`src/rtl/elevator_scheduler.sv`:
```
// elevator_scheduler: serves up to four queued floor requests in arrival order.
// The car steps one floor every MOVE_CYCLES clocks and holds the door open for
// DOOR_CYCLES clocks per stop. A request that is already queued is absorbed. So
// is a request for the current floor while the door is open, which re-arms the
// door timer. All outputs are registered.
module elevator_scheduler #(
   parameter int unsigned MOVE_CYCLES = 2,
   parameter int unsigned DOOR_CYCLES = 4
) (
   input  logic       clk,
   input  logic       reset,
   input  logic       req_valid,
   input  logic [2:0] req_floor,
   output logic       req_ready,
   output logic [2:0] cur_floor,
   output logic       moving_up,
   output logic       moving_down,
   output logic       door_open,
   output logic [2:0] pending,
   output logic       full,
   output logic       empty
);

   localparam int unsigned DEPTH = 4;
   localparam int unsigned PW    = 2;
   localparam int unsigned FW    = 3;
   localparam int unsigned CW    = 3;
   localparam int unsigned TMAX  = (MOVE_CYCLES > DOOR_CYCLES) ? MOVE_CYCLES : DOOR_CYCLES;
   localparam int unsigned TW    = $clog2(TMAX + 1);

   localparam logic [TW-1:0] MOVE_LD  = TW'(MOVE_CYCLES);
   localparam logic [TW-1:0] DOOR_LD  = TW'(DOOR_CYCLES);
   localparam logic [TW-1:0] TMR_ONE  = TW'(1);
   localparam logic [CW-1:0] CNT_FULL = CW'(DEPTH);

   typedef enum logic [1:0] {
      ST_IDLE = 2'd0,
      ST_MOVE = 2'd1,
      ST_DOOR = 2'd2
   } state_t;

   state_t          state;
   state_t          state_nxt;
   logic [FW-1:0]   q_mem [DEPTH];
   logic [PW-1:0]   wr_ptr;
   logic [PW-1:0]   rd_ptr;
   logic [PW-1:0]   off;
   logic [FW-1:0]   target;
   logic [FW-1:0]   target_nxt;
   logic [FW-1:0]   floor_nxt;
   logic [FW-1:0]   floor_step;
   logic [TW-1:0]   move_tmr;
   logic [TW-1:0]   move_nxt;
   logic [TW-1:0]   door_tmr;
   logic [TW-1:0]   door_nxt;
   logic [CW-1:0]   count_nxt;
   logic            accept;
   logic            hit;
   logic            door_hit;
   logic            push;
   logic            pop;
   logic            reload;

   // Compare the incoming floor against every live queue entry (head included).
   always_comb begin
      hit = 1'b0;
      off = '0;
      for (int unsigned i = 0; i < DEPTH; i++) begin
         off = PW'(i) - rd_ptr;
         if ((CW'(off) < pending) && (q_mem[PW'(i)] == req_floor)) begin
            hit = 1'b1;
         end
      end
   end

   // Accept decode, car next-state and the resulting queue occupancy.
   always_comb begin
      accept     = req_valid && req_ready;
      door_hit   = (state == ST_DOOR) && (req_floor == cur_floor);
      push       = accept && !hit && !door_hit;
      reload     = accept && door_hit;
      floor_step = (target > cur_floor) ? (cur_floor + FW'(1)) : (cur_floor - FW'(1));

      state_nxt  = state;
      target_nxt = target;
      floor_nxt  = cur_floor;
      move_nxt   = move_tmr;
      door_nxt   = door_tmr;
      pop        = 1'b0;

      case (state)
         ST_IDLE: begin
            if (!empty) begin
               target_nxt = q_mem[rd_ptr];
               if (q_mem[rd_ptr] == cur_floor) begin
                  pop       = 1'b1;
                  state_nxt = ST_DOOR;
                  door_nxt  = DOOR_LD;
               end else begin
                  state_nxt = ST_MOVE;
                  move_nxt  = MOVE_LD;
               end
            end
         end
         ST_MOVE: begin
            if (move_tmr <= TMR_ONE) begin
               floor_nxt = floor_step;
               move_nxt  = MOVE_LD;
               if (floor_step == target) begin
                  pop       = 1'b1;
                  state_nxt = ST_DOOR;
                  door_nxt  = DOOR_LD;
                  move_nxt  = '0;
               end
            end else begin
               move_nxt = move_tmr - TMR_ONE;
            end
         end
         ST_DOOR: begin
            if (reload) begin
               door_nxt = DOOR_LD;
            end else if (door_tmr <= TMR_ONE) begin
               state_nxt = ST_IDLE;
               door_nxt  = '0;
            end else begin
               door_nxt = door_tmr - TMR_ONE;
            end
         end
         default: begin
            state_nxt = ST_IDLE;
         end
      endcase

      count_nxt = pending + CW'(push) - CW'(pop);
   end

   // Request FIFO storage and pointers.
   always_ff @(posedge clk or negedge reset) begin
      if (!reset) begin
         for (int unsigned i = 0; i < DEPTH; i++) begin
            q_mem[i] <= '0;
         end
         wr_ptr <= '0;
         rd_ptr <= '0;
      end else begin
         if (push) begin
            q_mem[wr_ptr] <= req_floor;
         end
         wr_ptr <= wr_ptr + PW'(push);
         rd_ptr <= rd_ptr + PW'(pop);
      end
   end

   // Car state, timers and registered status outputs.
   always_ff @(posedge clk or negedge reset) begin
      if (!reset) begin
         state       <= ST_IDLE;
         target      <= '0;
         cur_floor   <= '0;
         move_tmr    <= '0;
         door_tmr    <= '0;
         pending     <= '0;
         full        <= 1'b0;
         empty       <= 1'b1;
         req_ready   <= 1'b1;
         moving_up   <= 1'b0;
         moving_down <= 1'b0;
         door_open   <= 1'b0;
      end else begin
         state       <= state_nxt;
         target      <= target_nxt;
         cur_floor   <= floor_nxt;
         move_tmr    <= move_nxt;
         door_tmr    <= door_nxt;
         pending     <= count_nxt;
         full        <= (count_nxt == CNT_FULL);
         empty       <= (count_nxt == '0);
         req_ready   <= (count_nxt != CNT_FULL);
         moving_up   <= (state_nxt == ST_MOVE) && (target_nxt > floor_nxt);
         moving_down <= (state_nxt == ST_MOVE) && (target_nxt < floor_nxt);
         door_open   <= (state_nxt == ST_DOOR);
      end
   end

endmodule
```
`config.mk`:
```
export PLATFORM = sky130hd
export DESIGN_NAME = elevator_scheduler
export DESIGN_NICKNAME = d
export VERILOG_FILES = /design/src/rtl/elevator_scheduler.sv
export SDC_FILE = /design/constraint.sdc
export NUM_CORES = 1
export LEC_CHECK = 0
export BUFFER_PORTS_ARGS = -buffer_cell sky130_fd_sc_hd__buf_2
export CORE_MARGIN = 8
export CORE_UTILIZATION = 45
export CTS_CLUSTER_SIZE = 10
export DETAILED_ROUTE_END_ITERATION = 6
export PLACE_DENSITY = 0.68
export SYNTH_ARGS = -nofsm -noshare
export SYNTH_HDL_FRONTEND = slang
export SYNTH_SLANG_ARGS = --single-unit
```
`constraint.sdc`:
```
create_clock -name clk -period 8.6 [get_ports clk]
set_input_delay 1.29 -clock clk [delete_from_list [all_inputs] [get_ports clk]]
set_output_delay 1.29 -clock clk [all_outputs]
set_load 0.05 [all_outputs]
```
==> out/results.ini <==
[critical_path]
r2r_start=cur_floor[1]$_DFF_PN0_
crit_start=cur_floor[1]$_DFF_PN0_
critPathArrivalTime_ns=4.62
cp-start-kind=register
path_class=reg -> reg
worst_setup_path_end_kind=register
r2r-end=req_ready$_DFF_PN1_
cp.required_ns=8.84
ff2ff_setup_slack_ns=4.22
reg2reg_depth=19
crit_path_end=req_ready$_DFF_PN1_
crit_fanout=6

[floorplanning]
core-area_mm2=0.00578
rows=28
fp.dieH_um=92.5
die_area_mm2=0.00856
ios=18
die_w_um=92.5
initial_core_util_pct=45.6

[sta]
slew_headroom_pct=42.0
hold_viol_final=0
rsz0062_at_grt=no
fmax_ghz=0.228
slew_viol_final=0
fin_crit_ns=4.38
tns_ns=0
worst_pin_slew_ns=0.870
setup_viol=0
fin_skew_ns=0.00637
fin_crit_sh_pct=50.9

[routing]
wl_per_cell_um=15.2
via_count=1820
via_per_inst=5.37
final_antenna_net_count=0
drcViolationCount=0
drt-initial-drc-count=53
wirelength_mm=5.16
dr.pass1.iters=4

[clocking]
cts_sinks=39
hold_buffers=0
cts_htree_levels=2
post_cts_resized=0
clkTransAtPathRegs_ns=0.08
clock_latency_ns=0.30
cts_tree=done
cts-root-buf=clkbuf_8
cts_buffer_depth=2
cts_buffers=5
post_cts_buffers=0

[job]
cap_violations=0

[layout]
final_nets=290
antenna_cells=0
n_fill_cell=533
area_growth_pct=8.78
drive_above_1_share_pct=23.1

[synthesis]
yosys.area.top_type=dfrtp_1
synth_cells=244
syn_area_mm2=0.00264
synth_top_area_share_pct=35.1
synth_area_per_cell_um2=10.8
ys_ff_latch=39
yosysSeqAreaShare_pct=37.1
synth_edf_count=0
synth_top_family_by_area=simple AND/OR/NAND/NOR gates
synth_mux_area_share_pct=10.7
synthTopCellsByArea=dfrtp_1 35%, ha_1 9.0%, xnor2_1 6.0%
ys_warn_count=0
synth-main-ff-cell=dfrtp_1
yosysUniqueCellTypes=55
synth_fa_ha_area_share_pct=10.5
async_flop_share_pct=100
synthSimpleGateAreaFrac_pct=15.1
syn_nets=271
synth_xor_area_share_pct=9.83
synth_compound_area_share_pct=11.9

[placed_design]
port_buffers=17
gp_congestion=0.773
place_hpwl_mm=4.01

[global_route]
grt_max_degree=40
grt_pass1_vias=1942
grt.overflow.total=0
antenna_found_initial=0
grt_pass1_wl_mm=9.25
grt_usage_pct=13.5

[hold_path]
hold_path_class=reg -> reg

[run_status]
status=complete, no violations

==> metal layers <==
metal	up-vias	GRT usage [%]	wire, um
met5	-	0	0
met4	0	6.71	155
met3	14	3.16	196
met2	32	21.9	2480
met1	877	16.4	2330
li1	897	-	-
==> sequential cells by signal, summed over array words and instances, names as in the netlist, 2 cells and up <==
signal,flops
state,2
move_tmr,3
rd_ptr,2
cur_floor,3
wr_ptr,2
door_tmr,3
q_mem,12
pending,3
target,3
==> worst min path at each step <==
stage	startpoint	endpoint	slack (ns)	depth (start not counted)
4_1_cts	move_tmr[2]$_DFFE_PN0P_	move_tmr[2]$_DFFE_PN0P_	0.55	1
3_5_place_dp	move_tmr[2]$_DFFE_PN0P_	move_tmr[2]$_DFFE_PN0P_	0.52	1
2_1_floorplan	move_tmr[2]$_DFFE_PN0P_	move_tmr[2]$_DFFE_PN0P_	0.49	1
5_1_grt	move_tmr[2]$_DFFE_PN0P_	move_tmr[2]$_DFFE_PN0P_	0.57	1
6_report	move_tmr[2]$_DFFE_PN0P_	move_tmr[2]$_DFFE_PN0P_	0.55	1
3_3_place_gp	move_tmr[2]$_DFFE_PN0P_	move_tmr[2]$_DFFE_PN0P_	0.52	1
==> layout by cell type, fill, tap and decap left out, drive strengths merged, types with 3 or more instances in the layout <==
master   synthesis  final
dfrtp           37     37
inv             23     23
xnor2           21     21
ha              19     19
buf              5     17
nand2           17     17
mux2            16     16
nor2            15     15
a21oi           13     13
clkbuf           0      7
xor2             6      6
nor3             5      5
nor2b            4      4
a31oi            4      4
nand2b           4      4
or2              4      4
nand3b           3      3
o21ai            3      3
o2111ai          3      3
nand4            3      3
nand3            3      3
mux4             3      3
==> worst max-delay path: stages, from the launching register on <==
cell and delay (ns):
dfrtp_1 0.41, inv_1 0.13, ha_1 0.34, nor2b_1 0.15, or2_1 0.22, a21oi_1 0.15, a31oi_1 0.07, fa_1 0.46
nand2b_1 0.18, mux2i_1 0.12, o221a_2 0.24, mux2_2 0.39, a21oi_2 0.23, xnor2_1 0.09, ha_1 0.19, fa_1 0.37
xor2_1 0.16, xnor2_1 0.20, and2_1 0.18, inv_1 0.04
==> layout make-up <==
| cell class | count | area [um^2] | area share [%] |
|---|---|---|---|
| Timing Repair Buffer | 17 | 85.1 | 2.97 |
| Tap cell | 75 | 93.8 | 3.27 |
| Clock buffer | 7 | 86.3 | 3.01 |
| Sequential cell | 39 | 978 | 34.1 |
| Inverter | 23 | 86.3 | 3.01 |
| Clock inverter | 1 | 5.00 | 0.175 |
| Multi-Input combinational cell | 177 | 1530 | 53.4 |
==> metrics by stage <==
step,area (um^2),util (%),setup WS (ns),std cells,hold WS (ns)
floorplan,2640,-,4.08,244,0.487
global placement,2780,48.0,4.35,331,0.521
detailed placement,2780,48.0,4.21,331,0.521
CTS,2870,49.6,4.21,339,0.547
global route,2870,49.6,3.82,339,0.573
finish,2870,49.6,4.22,339,0.548
==> synth_stat cells (all sizes together) (5+ instances only) <==
cell / instances
xnor2: 21
inv: 23
nor3: 5
a21oi: 13
dfrtp: 37
buf: 5
ha: 19
mux2: 16
xor2: 6
nand2: 17
nor2: 15
==> kinds of logic after synthesis <==
group                    after synthesis
AO/OA/AOI/OAI                         40
XOR/XNOR                              27
adder cells (fa/ha/maj)               21
buffers and inverters                 28
flip-flops                            39
multiplexers                          21
AND/OR/NAND/NOR                       68
Power is not shown: default switching activity piles up to over one toggle a cycle in this logic, so the estimate is an artifact.
